File: src/rtl/mod_seq.sv
// mod_seq: sequential unsigned divider using repeated subtraction.
//
// A request is accepted on a rising edge where Start=1 and the FSM is in
// IDLE. The operands are latched on that edge, then the remainder register
// is reduced by the divisor once per clock until it drops below the divisor.
// Quotient counts the subtractions. A zero divisor is flagged on DivZero and
// leaves Remainder=A and Quotient=0.
//
// Ports
//   clk        rising-edge clock for all state
//   reset      synchronous, active-high reset
//   Start      request pulse, honoured only in IDLE
//   A, B       32-bit unsigned dividend / divisor, sampled on acceptance
//   Busy       high while an operation is in flight (CALC or DONE)
//   Done       one-cycle completion pulse (DONE state)
//   DivZero    latched divisor was zero; held until the next acceptance
//   Remainder  A mod B; held until the next acceptance
//   Quotient   floor(A/B); held until the next acceptance
//
// state | meaning
// ------+--------------------------------------------------------
// IDLE  | waiting for Start; results of the last operation held
// CALC  | one subtraction per clock while R >= Bq
// DONE  | result valid, Done pulse, returns to IDLE next edge

module mod_seq (
  input  logic        clk,
  input  logic        reset,
  input  logic        Start,
  input  logic [31:0] A,
  input  logic [31:0] B,
  output logic        Busy,
  output logic        Done,
  output logic        DivZero,
  output logic [31:0] Remainder,
  output logic [31:0] Quotient
);

  typedef enum logic [1:0] {
    IDLE = 2'b00,
    CALC = 2'b01,
    DONE = 2'b10
  } state_t;

  state_t      state;
  state_t      state_nxt;
  logic [31:0] r_q;
  logic [31:0] q_q;
  logic [31:0] bq_q;
  logic        dz_q;
  logic        bq_zero;
  logic        r_ge_b;

  assign bq_zero = (bq_q == 32'd0);
  assign r_ge_b  = (r_q >= bq_q);

  always_ff @(posedge clk) begin
    if (reset) begin
      state <= IDLE;
    end else begin
      state <= state_nxt;
    end
  end

  always_comb begin
    state_nxt = IDLE;
    Busy      = 1'b0;
    Done      = 1'b0;
    case (state)
      IDLE: begin
        state_nxt = Start ? CALC : IDLE;
      end
      CALC: begin
        Busy = 1'b1;
        // A zero divisor must finish immediately: R >= 0 always holds,
        // so the subtract loop would otherwise never terminate.
        if (bq_zero || !r_ge_b) begin
          state_nxt = DONE;
        end else begin
          state_nxt = CALC;
        end
      end
      DONE: begin
        Busy      = 1'b1;
        Done      = 1'b1;
        state_nxt = IDLE;
      end
      default: begin
        state_nxt = IDLE;
      end
    endcase
  end

  always_ff @(posedge clk) begin
    if (reset) begin
      r_q  <= 32'd0;
      q_q  <= 32'd0;
      bq_q <= 32'd0;
      dz_q <= 1'b0;
    end else begin
      case (state)
        IDLE: begin
          if (Start) begin
            r_q  <= A;
            q_q  <= 32'd0;
            bq_q <= B;
            dz_q <= 1'b0;
          end
        end
        CALC: begin
          if (bq_zero) begin
            dz_q <= 1'b1;
          end else if (r_ge_b) begin
            r_q <= r_q - bq_q;
            q_q <= q_q + 32'd1;
          end
        end
        default: begin
        end
      endcase
    end
  end

  assign DivZero   = dz_q;
  assign Remainder = r_q;
  assign Quotient  = q_q;

endmodule
File: config.mk
export PLATFORM = sky130hd
export DESIGN_NAME = mod_seq
export DESIGN_NICKNAME = d
export VERILOG_FILES = /design/src/rtl/mod_seq.sv
export SDC_FILE = /design/constraint.sdc
export NUM_CORES = 1
export LEC_CHECK = 0
export ABC_AREA = 0
export CAP_MARGIN = 20
export CORE_ASPECT_RATIO = 1.25
export CORE_UTILIZATION = 30
export DETAILED_ROUTE_END_ITERATION = 6
export DONT_BUFFER_PORTS = 1
export PLACE_DENSITY = 0.54
export SYNTH_ARGS = -nofsm -noshare
export SYNTH_HDL_FRONTEND = slang
export SYNTH_SLANG_ARGS = --single-unit
File: constraint.sdc
create_clock -name clk -period 3.7 [get_ports clk]
set_input_delay 0.74 -clock clk [delete_from_list [all_inputs] [get_ports clk]]
set_output_delay 0.74 -clock clk [all_outputs]
set_load 0.005 [all_outputs]
* Word-level counts from Yosys, hierarchy flattened *
Index checks and enable logic that the tools add are counted.

storage, ports and cells
  register bits = 99
  input bits = 67
  output and inout port bits = 67
  word-level logic and storage cells = 39

operators by class
  add/subtract/negate cells = 2
  magnitude comparators = 1
  equality and inequality tests = 6
  multiplexer cells = 16
  reduce and logical (&&, ||, !) cells = 9

operators with widths
  kind                                                                    number
  32-bit two-way mux                                                      6
  32-bit one-hot mux with 2 select lines                                  2
  32-bit by 1-bit adder with 32-bit output (second input constant)        1
  32-bit greater-or-equal comparator                                      1
  32-bit zero test                                                        1
  32-bit subtractor                                                       1
  2-bit inequality test (second input constant)                           4
  1-bit two-way mux                                                       5
  2-bit one-hot mux with 2 select lines                                   1
  4-bit AND reduction                                                     1
  3-bit AND reduction                                                     1
  2-bit by 1-bit equality test with 1-bit output (second input constant)  1
  2-bit equality test (second input constant)                             1
  2-bit zero test                                                         1
  2-bit two-way mux                                                       1
  1-bit one-hot mux with 2 select lines                                   1
  2-bit AND reduction                                                     1
  2-bit nonzero test                                                      1
  2-bit OR reduction                                                      1
  1-bit zero test                                                         1
  1-bit logical OR                                                        1

* Longest topological paths before layout *
  depth after elaboration = 5
  gate-level depth with buffers = 14
  depth with buffers taken out = 12

* Worst setup path after synthesis *
Ideal clock, no wire load.

  kind = reg2reg
  start point = register r_q[0], in the netlist Remainder[0]
  end point = register q_q[15], in the netlist Quotient[15]
  setup time = 0.125 ns
  arrival = 2.705 ns
  data required time = 3.575 ns
  setup slack = 0.869 ns
  stages on the path, launching flop included = 15
  buffers on the path = 2
  clock period less this slack = 2.831 ns
  path through = dfxtp_1 -> inv_1 -> ha_1 -> fa_1 -> nand2b_1 -> a21oi_2 -> o21ai_2 -> o22ai_4 -> a31oi_4 -> o21ai_4 -> buf_2 -> buf_2 -> a41oi_1 -> o21ai_0 -> o41ai_1

on the way
  cells in the longest elaborated chain, start to end = 3

RTL lines
  item                                line  source
  start: declaration                  47    logic [31:0] r_q;
  start signal: assignment            114   r_q <= r_q - bq_q;
  32-bit greater-or-equal comparator  55    assign r_ge_b = (r_q >= bq_q);
  2-bit inequality test (no line)     -
  4-bit AND reduction (no line)       -
  end signal: assignment              115   q_q <= q_q + 32'd1;
  end: declaration                    48    logic [31:0] q_q;

No other way between the ends.
A chain may end at the register's enable or synchronous reset.

* Worst setup path after layout *
  start point = register r_q[0], in the netlist Remainder[0]
  end point = register q_q[11], in the netlist Quotient[11]

Same word-level chain as after synthesis.

==> results by group <==
Setup path
  • CP max stage cell: or4_1
  • Critical setup path kind: flip-flop to flip-flop
  • Startpoint Class: flip-flop
  • Worst path max stage delay: 0.49 ns
  • Worst EP arrival: approximately 3.6 ns
  • Crit end category: flip-flop
  • Critical Path, Cell by Cell: inv_1, ha_1, fa_1, nand2b_1, a21oi_2, o21ai_2, o22ai_4, a31oi_4, o21ai_4, buf_4, nand3_2, or4_1, a31oi_1
  • Worst-path fanout max: 11
  • Critical path data required time: between 3 and 4 ns

Clock tree
  • Clk sinks: 99
  • Clock-pin slew on the worst setup and hold paths: approximately 0.08 ns
  • Root buffer cell: clkbuf_16
  • CTS max path bufs: 2
  • # H-tree levels: 3
  • Worst-Skew Late Latency: about 0.36 ns
  • # Post-CTS Setup Buffers: 0
  • PostCTS Resize Cnt: 0
  • TritonCTS buffer count: 9
  • CTS Hold Bufs: 0
  • CTS tree: yes

Routing
  • DRC viols: 0
  • DRT iter0 DRCs: about 270
  • Drt via density: roughly 5.4
  • Remaining antenna violation count after routing: 0
  • Routed len/inst: 18.28 um
  • DR vias: 5997
  • DRT Pass-1 Iters: 5
  • Total Wirelength: between 20 and 25 mm

Pwr
  • Pint: 3.223 mW
  • Sequential share of power: 24.1%
  • Logic pwr share: 59.8%
  • Power Total: 6.168 mW
  • Peak supply drop: 0.0003751 V
  • P_sw: between 2 and 3 mW
  • Clk network pwr share: between 15 and 20%
  • P_leak: about 2.6 nW
  • Switching Fraction: a little under half
  • Pwr dens: roughly 890 mW/mm^2

STA
  • Fmax: 298.7 MHz
  • Setup Viol. Count Final: 0
  • Slew @ Worst Pin: about 0.92 ns
  • Clock skew: ~0.015 ns
  • Slew headroom: 38.27%
  • Total Neg Setup Slack: 0 ns
  • Slew Viols, Final: 0
  • Crit share post-route: roughly 90%
  • Final min period: 3.348 ns
  • Fin. Hold Viols: 0
  • RSZ-0062 raised after global routing: false

GRT
  • GRT overflow: 0
  • Gr usage total: 18.56%
  • First-pass GRT wire length: around 32 mm
  • Largest net degree at the start of global routing: 80
  • Initial antenna violation count: 0
  • Vias in the first global route: 5706

Synthesis
  • #FFs+latches synth: 99
  • Post-synth net total: roughly 960
  • Top cell type's share of synthesized area: between 30% and 40%
  • Yosys cell types: 63
  • Post-Synthesis Cell Area: 0.006370 sq mm
  • Syn_area_per_cell: 7.459 sq um
  • Sequential element share of the synthesized area: between 30% and 40%
  • Synth warn: 0
  • Most area-consuming cells after synthesis: dfxtp_1 (31%), a21oi_1 (8.1%), nand2_1 (7.5%)
  • Ys flop type: dfxtp_1
  • Asr flop ratio synth: 0%
  • Post-synth EDFFs: 0
  • Area leader, netlist: dfxtp_1
  • Post-Syn Instances: ~850

Outcome
  • Run status: finished, final reports clean

Layout
  • Final Util: 33.26%
  • Nets: between 900 and 1k
  • Area grow syn2layout: 8.682%
  • Antenna diodes: 0
  • Fill cells: about 2.3k
  • Share of layout cells above drive strength 1: under 10%

Die
  • Core footprint: ~0.021 sq mm
  • # IOs: 134
  • Height of the die: between 150 and 200 um
  • FP Rows: 59
  • Initial core utilization: a little under a third
  • Die area: between 0.02 and 0.025 sq mm
  • Die width: between 100 and 150 um

Placement
  • Placer Congestion: around 0.85
  • Post-detail-place hpwl: between 15 and 20 mm
  • Port bufs: 0

Hold path
  • Min-Delay Path Class: primary input to flip-flop

Job
  • Max-cap violations: 0
==> cells in the mapped netlist, types with 15 or more instances <==
master and count:
a211oi_1 27, a21o_1 17, a21oi_1 103, a31oi_1 17, clkbuf_1 34, dfxtp_1 99
ha_1 36, inv_1 42, nand2_1 128, nand3_1 26, nand4_1 19, nor2_1 67
o21ai_0 52, xnor2_1 15
==> routing by layer <==
layer	track usage [%]	wire [um]	up-vias
li1	-	-	3023
met1	22.50	8676	2793
met2	32.46	9832	165
met3	5.064	1504	16
met4	4.389	221	0
met5	0	0	-
==> worst max-delay path, delay by kind of cell (launching register included) <==
family          cells  cell delay (ns)
compound gates      6             1.16
fa+ha+maj           2             0.62
buf+inv             2             0.32
flops               1             0.38
simple gates        3             0.80
==> flip-flops by register name, summed over array words and instances (netlist names) <==
register   flops
Quotient      32
DivZero        1
Remainder     32
state          2
bq_q          32
==> through the flow <==
stage	instance area (sq um)	cells	setup slack, ns	hold slack (ns)
CTS	6923	1107	0.3480	0.4430
finish	6923	1107	0.3518	0.4479
detailed placement	6619	1091	0.3648	0.4599
global placement	6619	1091	0.4300	0.4554
floorplan	6370	854	0.8694	0.4490
global route	6923	1107	0.09423	0.4471
==> final timing paths <==
| path | from | end | slack [ns] | cells past startpoint |
|---|---|---|---|---|
| min | reset | Quotient[11] | 0.45 | 1 |
| max | Remainder[0] | Quotient[11] | 0.35 | 13 |
| max reg2reg | Remainder[0] | Quotient[11] | 0.35 | 13 |
| min reg2reg | bq_q[12] | bq_q[12] | 0.47 | 2 |
==> power by group through the flow <==
| stage | Sequential (mW) | Combinational (mW) | Clock [mW] |
|---|---|---|---|
| floorplan | 1.42 | 2.83 | 0 |
| CTS | 1.50 | 3.68 | 1.02 |
| global placement | 1.52 | 3.67 | 0 |
| detailed placement | 1.52 | 3.66 | 0 |
| finish | 1.48 | 3.69 | 0.995 |
| global route | 1.52 | 4.10 | 1.06 |
==> cell families (layout without fill, tap and decap cells) <==
group	after synthesis	in the layout	share of synthesized area [%]
muxes	11	11	1.768
DFF	99	99	31.11
buffers and inverters	93	72	5.716
AOI/OAI and AO/OA	267	267	26.05
adders and majority gates	37	37	7.386
and+or+nand+nor	321	321	24.40
xor gates and xnor gates	26	26	3.575
==> area by class of cell <==
| class | count | area (sq um) | area share (%) |
|---|---|---|---|
| multi-input cells | 662 | 4035 | 58.29 |
| flip-flops and latches | 99 | 1982 | 28.63 |
| well taps | 274 | 342.8 | 4.952 |
| clock buffers | 12 | 246.5 | 3.560 |
| inverters | 43 | 161.4 | 2.331 |
| repair buffers | 13 | 97.59 | 1.410 |
| clock inverters | 4 | 57.56 | 0.8314 |
==> placed cells by master (no fill, tap or decap), types with 9 or more instances in the layout <==
cell type,netlist,routed
nand2_1,128,128
a21oi_1,103,103
dfxtp_1,99,99
nor2_1,67,67
o21ai_0,52,52
inv_1,42,42
ha_1,36,36
a211oi_1,27,27
nand3_1,26,26
nand4_1,19,19
a31oi_1,17,17
a21o_1,17,17
xnor2_1,15,15
buf_4,1,13
nor4_1,12,12
xor2_1,11,11
o211ai_1,10,10
mux2i_1,9,9
clkbuf_16,0,9
Note: power is estimated with default switching activity, not from simulation.
